### config.mk
export PLATFORM = sky130hd
export DESIGN_NAME = ipm_decode_seq_flat
export DESIGN_NICKNAME = d
export VERILOG_FILES = /design/src/rtl/ipm_decode_seq_if.sv /design/src/rtl/ipm_decode_seq.sv /design/src/flat_wrapper.sv
export SDC_FILE = /design/constraint.sdc
export NUM_CORES = 1
export LEC_CHECK = 0
export BUFFER_PORTS_ARGS = -buffer_cell sky130_fd_sc_hd__clkbuf_2
export CELL_PAD_IN_SITES_DETAIL_PLACEMENT = 0
export CELL_PAD_IN_SITES_GLOBAL_PLACEMENT = 1
export CORE_MARGIN = 1.5
export CORE_UTILIZATION = 40
export CTS_CLUSTER_DIAMETER = 40
export CTS_CLUSTER_SIZE = 14
export DETAILED_ROUTE_END_ITERATION = 8
export HOLD_SLACK_MARGIN = 0.12
export PLACE_DENSITY_LB_ADDON = 0.12
export SLEW_MARGIN = 10
export SYNTH_ARGS = -nofsm -noshare
export SYNTH_HDL_FRONTEND = slang
export SYNTH_SLANG_ARGS = --single-unit
### constraint.sdc
create_clock -name clk -period 5 [get_ports clk]
set_clock_uncertainty 0.05 [all_clocks]
set_input_delay 0.25 -clock clk [delete_from_list [all_inputs] [get_ports clk]]
set_output_delay 0.25 -clock clk [all_outputs]
set_load 0.01 [all_outputs]
### src/rtl/ipm_decode_seq_if.sv
// Bus bundle for the IPM decoder: share-vector input handshake and decoded-byte output handshake.
// The master side drives L/M/in_valid/out_ready; the decoder (slave) drives in_ready/X/out_valid.
interface ipm_decode_seq_if #(
    parameter int v = 8
);
    logic [v*8-1:0] L;
    logic [v*8-1:0] M;
    logic           in_valid;
    logic           in_ready;
    logic [7:0]     X;
    logic           out_valid;
    logic           out_ready;

    modport master (
        output L, M, in_valid, out_ready,
        input  in_ready, X, out_valid
    );

    modport slave (
        input  L, M, in_valid, out_ready,
        output in_ready, X, out_valid
    );
endinterface

### src/rtl/ipm_decode_seq.sv
// Sequential IPM decoder: X = XOR over i of gfmul(L[i], M[i]) in GF(2^8), one MAC per cycle.
// Optional macro IPM_DECODE_ZEROIZE_EN clears captured shares, accumulator and X after each handshake.
module ipm_decode_seq #(
    parameter int          v    = 8,
    parameter logic [7:0]  POLY = 8'h1B
) (
    input  logic               clk,
    input  logic               rst,
    ipm_decode_seq_if.slave    bus,
    output logic [1:0]         dbg_state
);
    // Both handshakes: a transfer happens on a rising edge where valid && ready are both high;
    // valid is not withdrawn by the decoder before out_ready, and in_ready is high only in IDLE.
    localparam int IW = (v > 1) ? $clog2(v) : 1;

    typedef enum logic [1:0] {
        ST_IDLE  = 2'd0,
        ST_ACCUM = 2'd1,
        ST_DONE  = 2'd2
    } state_e;

    state_e          state_q, state_d;
    logic [7:0]      acc_q, acc_d;
    logic [IW-1:0]   idx_q, idx_d;
    logic [7:0]      lc_q [v];
    logic [7:0]      lc_d [v];
    logic [7:0]      mc_q [v];
    logic [7:0]      mc_d [v];
    logic [7:0]      x_q, x_d;
    logic [7:0]      prod;

    function automatic logic [7:0] gf_mul(input logic [7:0] a, input logic [7:0] b);
        logic [7:0] p;
        logic [7:0] aa;
        p  = 8'h00;
        aa = a;
        for (int i = 0; i < 8; i++) begin
            if (b[i]) p = p ^ aa;
            aa = aa[7] ? ({aa[6:0], 1'b0} ^ POLY) : {aa[6:0], 1'b0};
        end
        return p;
    endfunction

    assign prod          = gf_mul(lc_q[idx_q], mc_q[idx_q]);
    assign bus.in_ready  = (state_q == ST_IDLE);
    assign bus.out_valid = (state_q == ST_DONE);
    assign bus.X         = x_q;
    assign dbg_state     = state_q;

    always_comb begin
        state_d = state_q;
        acc_d   = acc_q;
        idx_d   = idx_q;
        lc_d    = lc_q;
        mc_d    = mc_q;
        x_d     = x_q;
        unique case (state_q)
            ST_IDLE: begin
                if (bus.in_valid) begin
                    for (int i = 0; i < v; i++) begin
                        lc_d[i] = bus.L[8*i +: 8];
                        mc_d[i] = bus.M[8*i +: 8];
                    end
                    acc_d   = 8'h00;
                    idx_d   = '0;
                    state_d = ST_ACCUM;
                end
            end
            ST_ACCUM: begin
                acc_d = acc_q ^ prod;
                idx_d = idx_q + 1'b1;
                if (idx_q == IW'(v - 1)) begin
                    x_d     = acc_q ^ prod;
                    state_d = ST_DONE;
                end
            end
            ST_DONE: begin
                if (bus.out_ready) begin
                    state_d = ST_IDLE;
`ifdef IPM_DECODE_ZEROIZE_EN
                    for (int i = 0; i < v; i++) begin
                        lc_d[i] = 8'h00;
                        mc_d[i] = 8'h00;
                    end
                    acc_d = 8'h00;
                    x_d   = 8'h00;
`endif
                end
            end
            default: state_d = ST_IDLE;
        endcase
    end

    always_ff @(posedge clk or posedge rst) begin
        if (rst) begin
            state_q <= ST_IDLE;
            acc_q   <= 8'h00;
            idx_q   <= '0;
            x_q     <= 8'h00;
            for (int i = 0; i < v; i++) begin
                lc_q[i] <= 8'h00;
                mc_q[i] <= 8'h00;
            end
        end else begin
            state_q <= state_d;
            acc_q   <= acc_d;
            idx_q   <= idx_d;
            x_q     <= x_d;
            lc_q    <= lc_d;
            mc_q    <= mc_d;
        end
    end
endmodule

### src/flat_wrapper.sv
// flat-port wrapper written by rule: the top's interface ports become plain ports
module ipm_decode_seq_flat 
#(
    parameter int          v    = 8,
    parameter logic [7:0]  POLY = 8'h1B
)
  (clk, rst, dbg_state, bus_L, bus_M, bus_in_valid, bus_out_ready, bus_in_ready, bus_X, bus_out_valid);
  ipm_decode_seq_if #(.v(v)) bus_i ();
  input  logic clk;
  input  logic rst;
  output logic [1:0] dbg_state;
  input wire logic [$bits(bus_i.L)-1:0] bus_L;
  input wire logic [$bits(bus_i.M)-1:0] bus_M;
  input wire logic [$bits(bus_i.in_valid)-1:0] bus_in_valid;
  input wire logic [$bits(bus_i.out_ready)-1:0] bus_out_ready;
  output wire logic [$bits(bus_i.in_ready)-1:0] bus_in_ready;
  output wire logic [$bits(bus_i.X)-1:0] bus_X;
  output wire logic [$bits(bus_i.out_valid)-1:0] bus_out_valid;
  assign bus_i.L = bus_L;
  assign bus_i.M = bus_M;
  assign bus_i.in_valid = bus_in_valid;
  assign bus_i.out_ready = bus_out_ready;
  assign bus_in_ready = bus_i.in_ready;
  assign bus_X = bus_i.X;
  assign bus_out_valid = bus_i.out_valid;
  ipm_decode_seq #(.v(v), .POLY(POLY)) u_core (.clk(clk), .rst(rst), .bus(bus_i), .dbg_state(dbg_state));
endmodule
# == Word level (Yosys, flattened, before mapping) ==
# Cells that the tools add are included.
# totals
register_bits,149
output_inout_bits,12
# classes
mux,29
bitwise,16
n_eq_ne,6
order_cmp,1
add_sub_neg,1
reduce_logical,6
# ops
cell,count
2-to-1 mux 8 bit,13
bitwise XOR 8 bit,8
binary-select mux 8 bit (select 3 bit),2
2-to-1 mux 5 bit,7
inverter 4 bit,7
case mux 8 bit (2 select lines),1
2-to-1 mux 2 bit,3
case mux 2 bit (3 select lines),1
case mux 3 bit (2 select lines),1
AND reduction 2 bit,3
">= comparator 4 bit, second input constant",1
"!= test 2 bit, second input constant",2
inverter 3 -> 4 bit,1
"adder 3 x 1 -> 3 bit, second input constant",1
"equality test 3 bit, second input constant",1
2-to-1 mux 3 bit,1
AND reduction 3 bit,1
"equality test 2 x 1 -> 1 bit, second input constant",1
"equality test 2 bit, second input constant",1
zero test 2 bit,1
"!= test 2 x 1 -> 1 bit, second input constant",1
nonzero test 2 bit,1

# == Longest topological paths before layout ==
# Gate-level depths: netlist of the first run.
# depth
depth_word,22
depth_mapped,13

# == Worst setup path before layout of the first run ==
# OpenSTA, ideal clock, no wires.
# synth_path
kind,register -> register
start,register u_core.idx_q[1]
end,"register u_core.x_q[5], in the netlist u_core.bus.X[5]"
setup_slack_ns,2.020
n_path_buf,5
t_arrival_ns,2.800
stages_incl_launch_ff,14
setup_ns,0.130
cell_sequence,dfrtp_1 > buf_6 > buf_12 > buf_6 > buf_2 > mux4_2 > mux2i_1 > buf_2 > mux2i_1 > xnor2_1 > o22ai_1 > xnor2_1 > xnor2_1 > o21ai_0
# synth_via
elab_chain_len,20
word_cells_on_any_way,37
classes_between,eq/ne (1); mux (20); bitwise (15); reduce/logical (1)
# synth_rtl
element,line_no,source
"start, declared",ipm_decode_seq.sv:24,"logic [IW-1:0] idx_q, idx_d;"
"start signal, assigned",ipm_decode_seq.sv:107,idx_q <= idx_d;
inverter 3 -> 4 bit (implied by the code),ipm_decode_seq.sv:44,"assign prod = gf_mul(lc_q[idx_q], mc_q[idx_q]);"
binary-select mux 8 bit (select 3 bit),ipm_decode_seq.sv:44,
2-to-1 mux 8 bit (implied by the code) (2 in a row),ipm_decode_seq.sv:44,
2-to-1 mux 8 bit,ipm_decode_seq.sv:38,if (b[i]) p = p ^ aa;
bitwise XOR 8 bit,ipm_decode_seq.sv:38,
2-to-1 mux 8 bit,ipm_decode_seq.sv:38,
bitwise XOR 8 bit,ipm_decode_seq.sv:38,
2-to-1 mux 8 bit,ipm_decode_seq.sv:38,
(+3 left out),-,
2-to-1 mux 8 bit,ipm_decode_seq.sv:38,
bitwise XOR 8 bit,ipm_decode_seq.sv:38,
2-to-1 mux 8 bit,ipm_decode_seq.sv:38,
bitwise XOR 8 bit,ipm_decode_seq.sv:38,
2-to-1 mux 8 bit,ipm_decode_seq.sv:38,
bitwise XOR 8 bit,ipm_decode_seq.sv:38,
2-to-1 mux 8 bit,ipm_decode_seq.sv:38,
bitwise XOR 8 bit,ipm_decode_seq.sv:73,x_d = acc_q ^ prod;
"end signal, assigned",ipm_decode_seq.sv:99,x_q <= 8'h00;
"end signal, assigned",ipm_decode_seq.sv:108,x_q <= x_d;
"end, declared",ipm_decode_seq.sv:29,"logic [7:0] x_q, x_d;"
# Several ways; a longest one is shown, not always the timed one. The select of a mux whose other input is x is not followed.
# A chain may end at the register's enable or synchronous reset.

# == Worst setup path in the final report of the first run ==
# layout_path
start,register u_core.idx_q[1]
end,register u_core.acc_q[3]
# layout_via
elab_chain_len,22
word_cells_on_any_way,38
classes_between,mux (22); bitwise (16)
# layout_rtl
element,line_no,source
inverter 3 -> 4 bit (implied by the code) (*),ipm_decode_seq.sv:44,
binary-select mux 8 bit (select 3 bit),ipm_decode_seq.sv:44,
2-to-1 mux 8 bit (implied by the code) (2 in a row),ipm_decode_seq.sv:44,
inverter 4 bit (no line),-,
2-to-1 mux 5 bit,ipm_decode_seq.sv:39,"aa = aa[7] ? ({aa[6:0], 1'b0} ^ POLY) : {aa[6:0], 1'b0};"
bitwise XOR 8 bit,ipm_decode_seq.sv:38,
2-to-1 mux 8 bit,ipm_decode_seq.sv:38,
bitwise XOR 8 bit,ipm_decode_seq.sv:38,
(+5 left out),-,
bitwise XOR 8 bit,ipm_decode_seq.sv:38,
2-to-1 mux 8 bit,ipm_decode_seq.sv:38,
bitwise XOR 8 bit,ipm_decode_seq.sv:38,
2-to-1 mux 8 bit,ipm_decode_seq.sv:38,
bitwise XOR 8 bit,ipm_decode_seq.sv:38,
2-to-1 mux 8 bit (*),ipm_decode_seq.sv:38,
bitwise XOR 8 bit (*),ipm_decode_seq.sv:70,acc_d = acc_q ^ prod;
case mux 8 bit (2 select lines) (*),ipm_decode_seq.sv:57,unique case (state_q)
"end signal, assigned",ipm_decode_seq.sv:97,acc_q <= 8'h00;
"end signal, assigned",ipm_decode_seq.sv:106,acc_q <= acc_d;
"end, declared",ipm_decode_seq.sv:23,"logic [7:0] acc_q, acc_d;"
# Mark *: on every way between the ends. The rest lies on a longest branch, timed or not. The select of a mux whose other input is x is not followed.

==> results of run 1 <==
flip-flops by register name, summed over array words and instances, names as in the netlist:
| register | cells |
|---|---|
| u_core.acc_q | 8 |
| u_core.bus.X | 8 |
| u_core.dbg_state | 2 |
| u_core.idx_q | 3 |
| u_core.lc_q | 64 |
| u_core.mc_q | 64 |
worst reg2reg max path, stage by stage (launching register included):
cell and delay (ns):
dfrtp_2 0.82, mux4_1 0.70, mux2i_4 0.15, buf_4 0.27, xnor2_1 0.25, xnor2_4 0.38, xnor2_1 0.16, nor2_1 0.07
xnor2_1 0.24, xnor3_1 0.37, o21ai_1 0.13
per-layer routing:
metal / global-route usage / part of all wire
met3: 0.0424 / 0.033
met2: 0.375 / 0.51
met4: 0.0670 / 0.016
met1: 0.286 / 0.44
met5: 0 / 0
worst max-delay path by stage:
stage | from | end | slack [ns] | cells after the start
5_1_grt | u_core.idx_q[1] | u_core.bus.X[3] | 0.97 | 9
6_report | u_core.idx_q[1] | u_core.acc_q[3] | 1.32 | 10
4_1_cts | u_core.idx_q[1] | u_core.acc_q[3] | 1.26 | 10
3_5_place_dp | u_core.idx_q[1] | u_core.acc_q[4] | 1.27 | 9
2_1_floorplan | rst | u_core.acc_q[0] | 0.69 | 1
3_3_place_gp | u_core.idx_q[1] | u_core.acc_q[3] | 1.34 | 9
synthesized netlist by cell type:
master / instances
nand2_1: 404
dfrtp_1: 149
xnor2_1: 62
nor2_1: 53
clkbuf_1: 38
mux4_2: 29
xor2_1: 18
o21ai_0: 15
mux2i_1: 11
nand3_1: 11
o21ai_1: 9
nand2b_1: 7
buf_2: 6
mux2i_4: 6
o22ai_1: 6
mux2_2: 4
buf_4: 3
inv_1: 3
mux4_1: 3
nor3_1: 3
a211oi_1: 2
a21oi_1: 2
buf_6: 2
ha_1: 2
nor2b_1: 2
o211ai_1: 2
xnor2_2: 2
xnor2_4: 2
a211o_1: 1
a21o_1: 1
a22oi_1: 1
a311oi_1: 1
and2_1: 1
buf_12: 1
mux2i_2: 1
o311a_1: 1
o311ai_1: 1
or3_1: 1
xnor3_1: 1
xor2_2: 1
stage by stage:
stage | worst slack (ns) | utilization | cell area [sq um] | hold slack [ns]
finish | 1.32 | 0.554 | 10800 | 0.421
global route | 0.973 | 0.554 | 10800 | 0.446
CTS | 1.26 | 0.554 | 10800 | 0.425
detailed placement | 1.27 | 0.456 | 8900 | 0.393
global placement | 1.34 | 0.456 | 8900 | 0.393
floorplan | 0.692 | - | 7970 | 0.305
cell families (layout without fill, tap and decap cells):
group,after synthesis,after routing,share of synthesized area
AND/OR/NAND/NOR,482,482,0.233
flip-flops,149,149,0.468
XOR/XNOR,86,86,0.104
multiplexers,54,54,0.130
buffers and inverters,53,321,0.0312
AO/OA/AOI/OAI,42,42,0.0312
adder cells (fa/ha/maj),2,2,0.00314
layout make-up:
type | count | area (sq um)
fill | 1820 | 8710
multi-input combinational | 666 | 4000
sequential | 149 | 3730
timing repair buffer | 287 | 2120
clock buffer | 17 | 425
tap | 265 | 332
clock inverter | 14 | 190
inverter | 3 | 16.3
what timing repair did:
| item | CTS | global route |
|---|---|---|
| endpoints found under the hold margin | 231 | 0 |
| setup buffers | 0 | 0 |
| hold buffers | 130 | 0 |
==> impl_metrics.env, run 1 <==
export IMPL_h_tree_depth=4
export IMPL_place_inst=1240
export IMPL_timing_fmax_mhz=272
export IMPL_cp_required_ns=5.29
export IMPL_track_usage=0.221
export IMPL_rsz0062_at_grt="no"
export IMPL_synthCells=868
export IMPL_path_buf_inv=1
export IMPL_critPathTopFamily="XOR/XNOR gates"
export IMPL_cts_root_buffer="clkbuf_16"
export IMPL_start_kind="flip-flop"
export IMPL_ant_nets=0
export IMPL_regToRegSetupSlack_ns=1.32
export IMPL_ys_seq_area_frac=0.468
export IMPL_grt_pass1_vias=6844
export IMPL_clkLatencyLatePin_ns=0.43
export IMPL_cp_slowest_cell="dfrtp_2"
export IMPL_ys_warnings_count=0
export IMPL_clk_pin_slew_ns=0.06
export IMPL_reg2reg_depth=10
export IMPL_numPortBuffers=143
export IMPL_worstPathMaxFanout=21
export IMPL_cts_sinks=149
export IMPL_cts_buffers=17
export IMPL_yosysTopAreaCellShare=0.468
export IMPL_finalHoldViolCount=0
export IMPL_hpwlAfterDp_microns=14100
export IMPL_rows=51
export IMPL_antenna_cells=0
export IMPL_grt_pass1_wl_microns=34900
export IMPL_layout_worst_path_cycle_share=0.735
export IMPL_min_period_ns=3.68
export IMPL_cp_end_kind="flip-flop"
export IMPL_status="finished, final reports clean"
export IMPL_hp_class="flip-flop to flip-flop"
export IMPL_gr_total_overflow=0
export IMPL_vias=6594
export IMPL_start_util=0.408
export IMPL_drv_slew=0
export IMPL_die_x_microns=144
export IMPL_cp_arrival_ns=3.97
export IMPL_synth_nets=1002
export IMPL_place_gp_congestion=0.780
export IMPL_avgRoutedWirePerCell_microns=15.3
export IMPL_fp_dieH_microns=144
export IMPL_pin_count=144
export IMPL_yosysUniqueCellTypes=40
export IMPL_viasPerCell=4.71
export IMPL_layout_common_cells="nand2_1 (403), dfrtp_1 (147), clkbuf_2 (143)"
export IMPL_synthTopCellsByArea="dfrtp_1 (47%), nand2_1 (19%), mux4_2 (8.2%), xnor2_1 (6.8%), nor2_1 (2.5%)"
export IMPL_antenna_found_initial=0
export IMPL_finalSetupTns_ns=0
export IMPL_ys_ff_latch=149
export IMPL_cts_tree="built"
export IMPL_worstHoldPathCells=2
export IMPL_worst_pin_slew_ns=1.01
export IMPL_r2r_end="u_core.acc_q[3]"
export IMPL_core_area_sq_mm=0.0195
export IMPL_cts_max_path_buffers=2
export IMPL_yosys_area_top_type="dfrtp_1"
export IMPL_worstPathCellList="mux4_1 -> mux2i_4 -> buf_4 -> xnor2_1 -> xnor2_4 -> xnor2_1 -> nor2_1 -> xnor2_1 -> xnor3_1 -> o21ai_1"
export IMPL_max_slew_margin=0.305
export IMPL_max_cap_violations=0
export IMPL_grt_start_max_net_pins=104
export IMPL_cts_repair_resized=0
export IMPL_holdPathEnd="u_core.mc_q[15]"
export IMPL_worst_path_most_repeated_cell="xnor2_1"
export IMPL_syn_area_sq_mm=0.00797
export IMPL_drive_above_1_share=0.210
export IMPL_final_common_cell="nand2_1"
export IMPL_syn_to_final_growth_pct=35.8
export IMPL_worst_hold_startpoint="u_core.mc_q[15]"
export IMPL_setup_violations=0
export IMPL_avgSynthCellArea_sq_um=9.18
export IMPL_finalNonFillerCells=1401
export IMPL_timing_rr_start="u_core.idx_q[1]"
export IMPL_drt_iter0_drc=330
export IMPL_max_stage_delay_ns=0.82
export IMPL_dr_pass1_iters=4
export IMPL_worstSetupPathType="flip-flop to flip-flop"
export IMPL_die_area_sq_mm=0.0208
export IMPL_nets=1258
export IMPL_route_detailed_drc=0
export IMPL_wirelength_microns=21500
Power of run 1 is not shown: default switching activity piles up to over one toggle a cycle in this logic, so the estimate is an artifact.
==> inputs of run 2 (changes only) <==
==> constraint.sdc (replaced) <==
create_clock -name clk -period 3.75 [get_ports clk]
set_clock_uncertainty 0.05 [all_clocks]
set_input_delay 0.1875 -clock clk [delete_from_list [all_inputs] [get_ports clk]]
set_output_delay 0.1875 -clock clk [all_outputs]
set_load 0.01 [all_outputs]
==> impl_metrics.env, run 2 (synthesis results as in run 1) <==
export IMPL_cts_setup_buffers=0
export IMPL_fp_dieH_microns=144
export IMPL_cts_max_path_buffers=2
export IMPL_track_usage=0.224
export IMPL_regToRegSetupSlack_ns=0.38
export IMPL_clkLatencyLatePin_ns=0.43
export IMPL_cts_tree="built"
export IMPL_critPathTopFamily="compound AO/OA/AOI/OAI gates"
export IMPL_setup_violations=0
export IMPL_worstSetupPathType="flip-flop to flip-flop"
export IMPL_worstHoldPathCells=4
export IMPL_hp_class="input pin to flip-flop"
export IMPL_avgRoutedWirePerCell_microns=15.6
export IMPL_final_common_cell="nand2_1"
export IMPL_top_regs="u_core.lc_q: 64 flops, u_core.mc_q: 64 flops"
export IMPL_gr_total_overflow=0
export IMPL_viasPerCell=4.71
export IMPL_pin_count=144
export IMPL_cp_slowest_cell="mux4_2"
export IMPL_status="finished, final reports clean"
export IMPL_dr_pass1_iters=7
export IMPL_vias=6658
export IMPL_die_area_sq_mm=0.0208
export IMPL_worstPathMaxFanout=15
export IMPL_timing_fmax_mhz=296
export IMPL_max_slew_margin=0.308
export IMPL_die_x_microns=144
export IMPL_wirelength_microns=22000
export IMPL_grt_pass1_vias=6632
export IMPL_hpwlAfterDp_microns=14200
export IMPL_holdBufCountCts=130
export IMPL_nets=1269
export IMPL_start_util=0.408
export IMPL_drt_iter0_drc=455
export IMPL_route_detailed_drc=0
export IMPL_cp_arrival_ns=3.60
export IMPL_cts_repair_resized=0
export IMPL_h_tree_depth=4
export IMPL_grt_start_max_net_pins=150
export IMPL_drive_above_1_share=0.218
export IMPL_worst_path_stages=11
export IMPL_clk_pin_slew_ns=0.07
export IMPL_finalHoldViolCount=0
export IMPL_finalSetupTns_ns=0
export IMPL_numPortBuffers=143
export IMPL_min_period_ns=3.37
export IMPL_antenna_found_initial=0
export IMPL_max_stage_delay_ns=0.55
export IMPL_ant_nets=0
export IMPL_antenna_cells=0
export IMPL_start_kind="flip-flop"
export IMPL_cts_root_buffer="clkbuf_16"
export IMPL_fillers=1801
export IMPL_path_buf_inv=2
export IMPL_rsz0062_at_grt="no"
export IMPL_cp_end_kind="flip-flop"
export IMPL_max_cap_violations=0
export IMPL_rows=51
export IMPL_worstPathCellList="buf_12 -> mux4_2 -> mux2i_4 -> buf_4 -> xor2_1 -> o211ai_1 -> o311a_1 -> a311oi_1 -> o311ai_1 -> xnor2_1 -> o21ai_1"
export IMPL_layout_common_cells="nand2_1 (403), dfrtp_1 (147), clkbuf_2 (143)"
export IMPL_cp_required_ns=3.98
export IMPL_drv_slew=0
export IMPL_place_gp_congestion=0.850
export IMPL_core_area_sq_mm=0.0195
export IMPL_worst_pin_slew_ns=1.04
export IMPL_layout_worst_path_cycle_share=0.900
export IMPL_reg2reg_depth=11
export IMPL_cts_sinks=149
export IMPL_cts_buffers=17
export IMPL_grt_pass1_wl_microns=35100
export IMPL_syn_to_final_growth_pct=37.2
## run 2: cell types whose count changed in the layout (fill, tap and decap cells not counted), moves of 2 or more
cell,before,now
bufinv_16,3,1
buf_4,14,21
clkinv_4,0,2
buf_12,0,4
inv_6,6,4
## run 2: per-stage QoR
| stage | utilization | area [sq um] | hold slack, ns | cells | setup WS, ns |
|---|---|---|---|---|---|
| 3_3_place_gp | 0.463 | 9030 | 0.331 | 1251 | 0.529 |
| 5_1_grt | 0.560 | 10900 | 0.390 | 1413 | 0.144 |
| 4_1_cts | 0.560 | 10900 | 0.358 | 1413 | 0.428 |
| 3_5_place_dp | 0.463 | 9030 | 0.331 | 1251 | 0.451 |
| 2_1_floorplan | - | 7970 | 0.243 | 868 | 0.770 |
| 6_report | 0.560 | 10900 | 0.359 | 1413 | 0.375 |
## run 2: final cells by class
cell class | instances | area [sq um] | share of cell area
multi-input cells | 666 | 4000 | 0.366
flip-flops and latches | 149 | 3730 | 0.341
repair buffers | 298 | 2250 | 0.206
clock buffers | 18 | 439 | 0.0402
well taps | 265 | 332 | 0.0303
clock inverters | 14 | 159 | 0.0145
inverters | 3 | 15.0 | 0.00137
## run 2: tightest hold or removal path, cell delays in order
cell,delay (ns)
clkbuf_2,0.11
and2_4,0.32
nand2_1,0.13
nand2_1,0.04
## run 2: per-layer routing
metal,global-route usage,routed length [microns],vias to the layer above
met2,0.371,11300,114
met5,0,0,-
met4,0.0718,308,0
li1,-,-,3322
met1,0.301,9850,3203
met3,0.0354,584,19
## run 2: final timing paths
kind | end | startpoint
max | u_core.acc_q[4] | u_core.idx_q[1]
max in group asynchronous | u_core.acc_q[5] | rst
max reg2reg | u_core.acc_q[4] | u_core.idx_q[1]
min in group asynchronous | u_core.dbg_state[0] | rst
min reg2reg | u_core.mc_q[42] | u_core.mc_q[42]
min | u_core.mc_q[23] | bus_in_valid
Power of run 2 is left out for the same reason.
